`config.mk`:
```
export PLATFORM = sky130hd
export DESIGN_NAME = image_blitter
export DESIGN_NICKNAME = d
export VERILOG_FILES = /design/src/rtl/image_blitter.sv
export SDC_FILE = /design/constraint.sdc
export NUM_CORES = 1
export LEC_CHECK = 0
export ABC_CLOCK_PERIOD_IN_PS = 2000
export CAP_MARGIN = 10
export CORE_UTILIZATION = 46
export CTS_CLUSTER_DIAMETER = 200
export DETAILED_ROUTE_END_ITERATION = 12
export PLACE_DENSITY = 0.81
export SLEW_MARGIN = 40
export SYNTH_ARGS = -nofsm -noshare
export SYNTH_HDL_FRONTEND = slang
export SYNTH_SLANG_ARGS = --single-unit
```
`constraint.sdc`:
```
create_clock -name clk -period 2 [get_ports clk]
set_input_delay 0.6 -clock clk [delete_from_list [all_inputs] [get_ports clk]]
set_output_delay 0.6 -clock clk [all_outputs]
set_load 0.01 [all_outputs]
```
`src/rtl/image_blitter.sv`:
```
// image_blitter: streams one of N_IMG background ROMs into the vga_adapter plot interface
//
// Ports:
//   clk, resetn        system clock, asynchronous active-low reset
//   start, img_sel     request to copy image img_sel (accepted from IDLE, or as preemption while busy)
//   rom_img, rom_addr  image being copied and ROM read address
//   rom_q              ROM data, valid ROM_LAT cycles after rom_addr
//   x, y, colour, plot plot interface; x/y/colour hold their last value while plot=0
//   busy, done         busy in RUN/DRAIN; one-cycle done pulse on frame completion
//
// Build option: define BLIT_TRANSPARENT_EN to suppress plotting of pixels equal to KEY_COLOUR.
module image_blitter #(
    parameter int WIDTH       = 160,
    parameter int HEIGHT      = 120,
    parameter int X_BITS      = 8,
    parameter int Y_BITS      = 7,
    parameter int ADDR_BITS   = 15,
    parameter int N_IMG       = 2,
    parameter int SEL_BITS    = 1,
    parameter int COLOUR_BITS = 3,
`ifdef BLIT_TRANSPARENT_EN
    parameter logic [COLOUR_BITS-1:0] KEY_COLOUR = '0,
`endif
    parameter int ROM_LAT     = 1
) (
    input  logic                   clk,
    input  logic                   resetn,
    input  logic                   start,
    input  logic [SEL_BITS-1:0]    img_sel,
    output logic [SEL_BITS-1:0]    rom_img,
    output logic [ADDR_BITS-1:0]   rom_addr,
    input  logic [COLOUR_BITS-1:0] rom_q,
    output logic [X_BITS-1:0]      x,
    output logic [Y_BITS-1:0]      y,
    output logic [COLOUR_BITS-1:0] colour,
    output logic                   plot,
    output logic                   busy,
    output logic                   done
);
    typedef enum logic [1:0] {S_IDLE, S_RUN, S_DRAIN, S_DONE} state_t;

    state_t                 r_state, w_next;
    logic [X_BITS-1:0]      r_x, r_hx;
    logic [Y_BITS-1:0]      r_y, r_hy;
    logic [ADDR_BITS-1:0]   r_addr;
    logic [SEL_BITS-1:0]    r_img;
    logic [COLOUR_BITS-1:0] r_hc;
    logic [ROM_LAT-1:0]     r_vld, w_vsh;
    logic [X_BITS-1:0]      r_dx [ROM_LAT];
    logic [Y_BITS-1:0]      r_dy [ROM_LAT];
    logic                   w_run, w_last, w_xwrap, w_go, w_plot;

    assign w_run   = r_state == S_RUN;
    assign w_last  = r_addr == ADDR_BITS'(WIDTH*HEIGHT-1);
    assign w_xwrap = r_x == X_BITS'(WIDTH-1);
    assign busy    = w_run || r_state == S_DRAIN;
    assign done    = r_state == S_DONE;
    // accepted from IDLE, or while busy only when it names a different image (preemption)
    assign w_go    = start && 32'(img_sel) < N_IMG && (r_state == S_IDLE || (busy && img_sel != r_img));
    // valid bits behind the output stage; all clear means the last pixel is emerging now
    assign w_vsh   = r_vld << 1;
`ifdef BLIT_TRANSPARENT_EN
    assign w_plot  = r_vld[ROM_LAT-1] && rom_q != KEY_COLOUR;
`else
    assign w_plot  = r_vld[ROM_LAT-1];
`endif
    assign plot     = w_plot;
    assign x        = w_plot ? r_dx[ROM_LAT-1] : r_hx;
    assign y        = w_plot ? r_dy[ROM_LAT-1] : r_hy;
    assign colour   = w_plot ? rom_q : r_hc;
    assign rom_img  = r_img;
    assign rom_addr = r_addr;

    always_ff @(posedge clk or negedge resetn)
        if (!resetn) r_state <= S_IDLE;
        else         r_state <= w_next;

    always_comb begin
        w_next = r_state;
        w_next = w_go                                 ? S_RUN   :
                 (w_run && w_last)                    ? S_DRAIN :
                 (r_state == S_DRAIN && w_vsh == '0)  ? S_DONE  :
                 (r_state == S_DONE)                  ? S_IDLE  : r_state;
    end

    always_ff @(posedge clk or negedge resetn) begin
        if (!resetn) begin
            r_img  <= '0;
            r_x    <= '0;
            r_y    <= '0;
            r_addr <= '0;
            r_vld  <= '0;
            r_hx   <= '0;
            r_hy   <= '0;
            r_hc   <= '0;
            for (int i = 0; i < ROM_LAT; i++) begin
                r_dx[i] <= '0;
                r_dy[i] <= '0;
            end
        end else begin
            if (w_go) begin
                r_img  <= img_sel;
                r_x    <= '0;
                r_y    <= '0;
                r_addr <= '0;
            end else if (w_run && !w_last) begin
                r_x    <= w_xwrap ? '0 : r_x + 1'b1;
                r_y    <= w_xwrap ? r_y + 1'b1 : r_y;
                r_addr <= r_addr + 1'b1;
            end
            // a preempting request flushes everything in flight, including this cycle's issue
            r_vld    <= w_go ? '0 : w_vsh | ROM_LAT'(w_run);
            r_dx[0]  <= r_x;
            r_dy[0]  <= r_y;
            for (int i = 1; i < ROM_LAT; i++) begin
                r_dx[i] <= r_dx[i-1];
                r_dy[i] <= r_dy[i-1];
            end
            if (w_plot) begin
                r_hx <= r_dx[ROM_LAT-1];
                r_hy <= r_dy[ROM_LAT-1];
                r_hc <= rom_q;
            end
        end
    end
endmodule

```
# Word level (Yosys, flattened, before mapping)
# Index checks and enable logic that the tools add are counted.
[classes]
n_addsub = 3
n_eq_ne = 6
mux = 16
n_reduce_logical = 12
[ops]
columns = ["cell", "n"]
rows = [
  ["8-bit two-way mux", 4],
  ["15-bit two-way mux", 2],
  ["7-bit two-way mux", 4],
  ["15-bit by 1-bit adder with 15-bit output, second input constant", 1],
  ["15-bit equality test, second input constant", 1],
  ["8-bit by 1-bit adder with 8-bit output, second input constant", 1],
  ["8-bit equality test, second input constant", 1],
  ["2-bit two-way mux", 4],
  ["7-bit by 1-bit adder with 7-bit output, second input constant", 1],
  ["2-bit equality test, second input constant", 2],
  ["1-bit logical AND", 4],
  ["2-bit nonzero test", 2],
  ["4-bit nonzero test", 1],
  ["3-bit two-way mux", 1],
  ["2-bit by 1-bit equality test with 1-bit output, second input constant", 1],
  ["2-bit zero test", 1],
  ["1-bit logical OR", 2],
  ["2-bit AND reduction", 1],
  ["1-bit zero test", 1],
  ["1-bit two-way mux", 1],
  ["1-bit != test", 1],
]
[word_totals]
ff_bits = 67
inputBits = 7
out_inout_bits = 37
wordCells = 48

# Logic depth before layout (Yosys ltp)
[logic_depth]
word_depth = 7
ltp_mapped = 8
ltp_nobuf = 6

# Worst setup path before layout
# OpenSTA, ideal clock, no wires.
[synth_timing]
kind = "register to output"
startpoint = "register r_vld (netlist: plot)"
endpoint = "output colour[0]"
arrival_ns = 1.465
t_required_ns = 1.400
path_slack_ns = -0.065
stages_incl_launch_ff = 4
n_path_buf = 2
path_cell_list = "dfrtp_1 clkbuf_1 buf_1 mux2_2"
[synth_via]
elab_chain_len = 1
[synth_lines]
columns = ["element", "line", "text"]
rows = [
  ["from (decl)", "48", "logic [ROM_LAT-1:0] r_vld, w_vsh;"],
  ["from (signal assigned)", "112", "r_vld <= w_go ? '0 : w_vsh | ROM_LAT'(w_run);"],
  ["3-bit two-way mux", "70", "assign colour = w_plot ? rom_q : r_hc;"],
  ["to (decl)", "35", "output logic [COLOUR_BITS-1:0] colour,"],
]
# No other way between the ends.

# Final worst setup path
[layout_timing]
startpoint = "register r_vld (netlist: plot)"
endpoint = "output y[2]"
[layout_via]
elab_chain_len = 1
[layout_lines]
columns = ["element", "line", "text"]
rows = [
  ["7-bit two-way mux", "--", ""],
  ["to (decl)", "34", "output logic [Y_BITS-1:0] y,"],
]
# No other way between the ends.

==> metrics.yaml <==
sta:
  layout_min_cycle_time_ps: 2126
  finalMaxSlewViolations: 0
  setup_viol: 18
  slew_headroom_pct: 65.98
  clock-skew-final_ps: 10.43
  slew_of_the_pin_with_the_lowest_slew_margin_ps: 510.3
  number_of_hold_slack_violations_in_the_final_timing_report: 0
  fin_setup_tns_ps: -886.1
  final.period_utilization_pct: 106.3
  unrepaired_setup_endpoints_after_global_routing: "true"
  fmax_mhz: 470.3
  final.setup.worst_slack_ps: -126.3
synthesis:
  synthMuxAreaShare_pct: 8.068
  syn-instance-count: 259
  synthesis.yosys.warnings: 0
  synth_enable_flop_cells: 0
  synthesis.area_mm2: 0.003024
  postSynth.asyncResetShare_pct: 100.0
  post_synth_cell_types: 44
  yosys.area_share.xor_xnor_pct: 1.448
  synth_seq_area_share_pct: 55.44
  synth_compound_gate_area_share_pct: 11.38
  synth-adder-area-share_pct: 2.896
  synth_fp_nets: 273
  synth.ff_latch_count: 67
  synth_simple_gate_area_share_pct: 16.84
  dominant_combinational_cell_family_by_area_after_synthesis: "simple AND/OR/NAND/NOR gates"
  synth-main-ff-cell: "sky130_fd_sc_hd__dfrtp_1"
  synth.avg_cell_area_um2: 11.68
clock_tree:
  cts.reportedPaths.clkPinSlew_ps: 70
  ctsLongestPathBuffers: 2
  cts_hold_repair.buffers: 0
  clk_latency_ps: 340
  clock_tree_from_tritoncts: "built"
  htree_num_levels: 3
  ctsRootBufferMaster: "sky130_fd_sc_hd__clkbuf_8"
  tritoncts.num_buffers: 9
  clock-sinks: 67
routing:
  totalWireLength_mm: 6.692
  drt.antenna.violating_nets: 0
  drt_first_iter_violations: 275
  avgRoutedWirePerCell_um: 16.01
  route.vias.total: 2358
  drt_pass1_iterations: 4
  post_drt_via_cell_ratio: 5.641
  final_routed_drc_violation_total: 0
finish:
  most_common_library_cell_in_the_layout_ignoring_fill_and_taps: "sky130_fd_sc_hd__dfrtp_1"
  fillCellCount: 493
  finish.net_count: 350
  num_antenna_cells: 0
  final_cell_mix: "sky130_fd_sc_hd__dfrtp_1 (61), sky130_fd_sc_hd__buf_4 (29), sky130_fd_sc_hd__a21oi_1 (25)"
  final_cells: 418
  areaGrowthSynthToFinish_pct: 35.83
  fin_area_mm2: 0.004108
  final_layout_size_suffix_gt1_share_pct: 31.09
setup_path:
  worstRegToRegCells: 5
  worstSetupStartpointType: "register"
  crit_path_end_kind: "output port"
  worst-setup-path-type: "reg -> out"
  r2r_startpoint: "rom_addr[0]"
  timing.critical_path.from: "plot"
  cp_data_arrival_time_ps: 1530
  maximum_fanout_along_the_worst_path: 5
  worstPathRequired_ps: 1400
pwr:
  power-per-cell-area_mw_per_mm2: 967.5
  irDropWorstVdd_mv: 0.7577
  static-leakage-power_uw: 0.001883
  totalPowerFinal_uw: 3974
run_status:
  run_status: "finished with violations"
  violations: "negative setup slack"
die:
  initial_core_util_pct: 47.63
  die_height_um: 83.08
  floorplan.rows: 29
  fp.dieArea_mm2: 0.006902
  chipWidth_um: 83.08
  ioPinCount: 44
  core_area_mm2: 0.006350
global_route:
  pin_count_of_the_biggest_net_entering_global_routing: 38
  gr-usage-all-layers_pct: 19.94
  grt-ovfl-total: 0
  grt_pass1_vias: 2290
  antenna_found_initial: 0
  grt_pass1_wl_mm: 11.03
place:
  place_hpwl_mm: 4.164
  place_worst_setup_slack_ps: -359.2
  dpl.cell_count: 385
  io_buffer_count: 43
  gp_routability_congestion: 0.8085
  detailed_place.area_mm2: 0.003655
flow_run:
  cap_viol_max_count: 0
worst_hold_path:
  hold_path_class: "in -> async"
==> synth_stat cells, types with 2 or more instances <==
cell type,n,area share (%)
sky130_fd_sc_hd__a21oi_1,25,4.1
sky130_fd_sc_hd__and3_1,5,1.0
sky130_fd_sc_hd__and4_1,3,0.87
sky130_fd_sc_hd__buf_2,2,0.33
sky130_fd_sc_hd__buf_6,3,1.1
sky130_fd_sc_hd__clkbuf_1,7,0.87
sky130_fd_sc_hd__dfrtp_1,67,55
sky130_fd_sc_hd__ha_1,7,2.9
sky130_fd_sc_hd__inv_1,10,1.2
sky130_fd_sc_hd__mux2_2,19,7.1
sky130_fd_sc_hd__mux2i_1,3,0.99
sky130_fd_sc_hd__nand2_1,5,0.62
sky130_fd_sc_hd__nand3_1,14,2.3
sky130_fd_sc_hd__nand4_1,6,1.2
sky130_fd_sc_hd__nor2_1,7,0.87
sky130_fd_sc_hd__nor3_1,3,0.50
sky130_fd_sc_hd__nor4_1,3,0.62
sky130_fd_sc_hd__o21ai_0,11,1.8
sky130_fd_sc_hd__o21bai_1,2,0.50
sky130_fd_sc_hd__o31ai_1,14,3.5
sky130_fd_sc_hd__or3_1,4,0.83
sky130_fd_sc_hd__or4_1,14,3.5
sky130_fd_sc_hd__xnor2_1,3,0.87
sky130_fd_sc_hd__xor2_1,2,0.58
==> critical path, stage by stage, from the launching register on <==
cell and delay, ps:
sky130_fd_sc_hd__dfrtp_1 400, sky130_fd_sc_hd__buf_12 150, sky130_fd_sc_hd__buf_6 110, sky130_fd_sc_hd__buf_6 110
sky130_fd_sc_hd__mux2_4 300, sky130_fd_sc_hd__buf_6 120
==> sequential cells by signal, summed over array words and instances, names as in the netlist <==
name and flops:
rom_addr 15, r_dx 8, r_hx 8, r_x 8
r_dy 7, r_hy 7, r_y 7, r_hc 3
r_state 2, plot 1, rom_img 1
==> stage by stage <==
| stage | util (%) | hold WS, ps |
|---|---|---|
| floorplan | - | 304.4 |
| global placement | 57.56 | 387.6 |
| detailed placement | 57.56 | 402.8 |
| CTS | 62.21 | 239.1 |
| global route | 64.69 | 259.8 |
| finish | 64.69 | 228.7 |
==> logic make-up (layout without fill, tap and decap cells) <==
family                   after synthesis  count (layout)
flip-flops                            67              67
buffers and inverters                 24             105
adder cells (fa/ha/maj)                7               7
AO/OA/AOI/OAI                         57              57
XOR/XNOR                               5               5
multiplexers                          22              22
AND/OR/NAND/NOR                       77              78
==> layout make-up <==
class / count / area, µm² / share of cell area (%)
multi-input combinational: 169 / 1306 / 31.80
timing repair buffer: 79 / 780.7 / 19.01
clock buffer: 10 / 137.6 / 3.351
sequential: 67 / 1684 / 41.00
tap: 77 / 96.34 / 2.345
clock inverter: 6 / 65.06 / 1.584
inverter: 10 / 37.54 / 0.9138
==> worst paths after layout <==
kind                            slack [ps]          end
worst max-delay path                  -130         y[2]
worst min-delay path                   230      r_hc[0]
worst max register to register          70  rom_addr[7]
worst min register to register         420      r_dx[7]
max in group asynchronous             1120      r_dx[4]
min in group clk                       420      r_dx[7]
==> power by group <==
group / leakage (µW) / total (µW) / internal (µW) / switching, µW
clock network: 0.000102 / 1130 / 609 / 522
logic: 0.000891 / 1200 / 669 / 527
registers: 0.000890 / 1650 / 1540 / 107
==> routing by layer <==
layer	track usage [%]	wire (µm)	vias up
li1	-	-	1126
met3	3.380	218	10
met1	26.28	3009	1164
met4	8.464	116	0
met5	0	0	-
met2	32.64	3347	58
==> what timing repair did <==
action                                  in CTS  in global routing
gates cloned                                 0                  1
resized for setup                           92                 30
setup buffers                               10                  6
endpoints found under the setup margin      25                 37
Note: power is estimated with default switching activity, not from simulation.
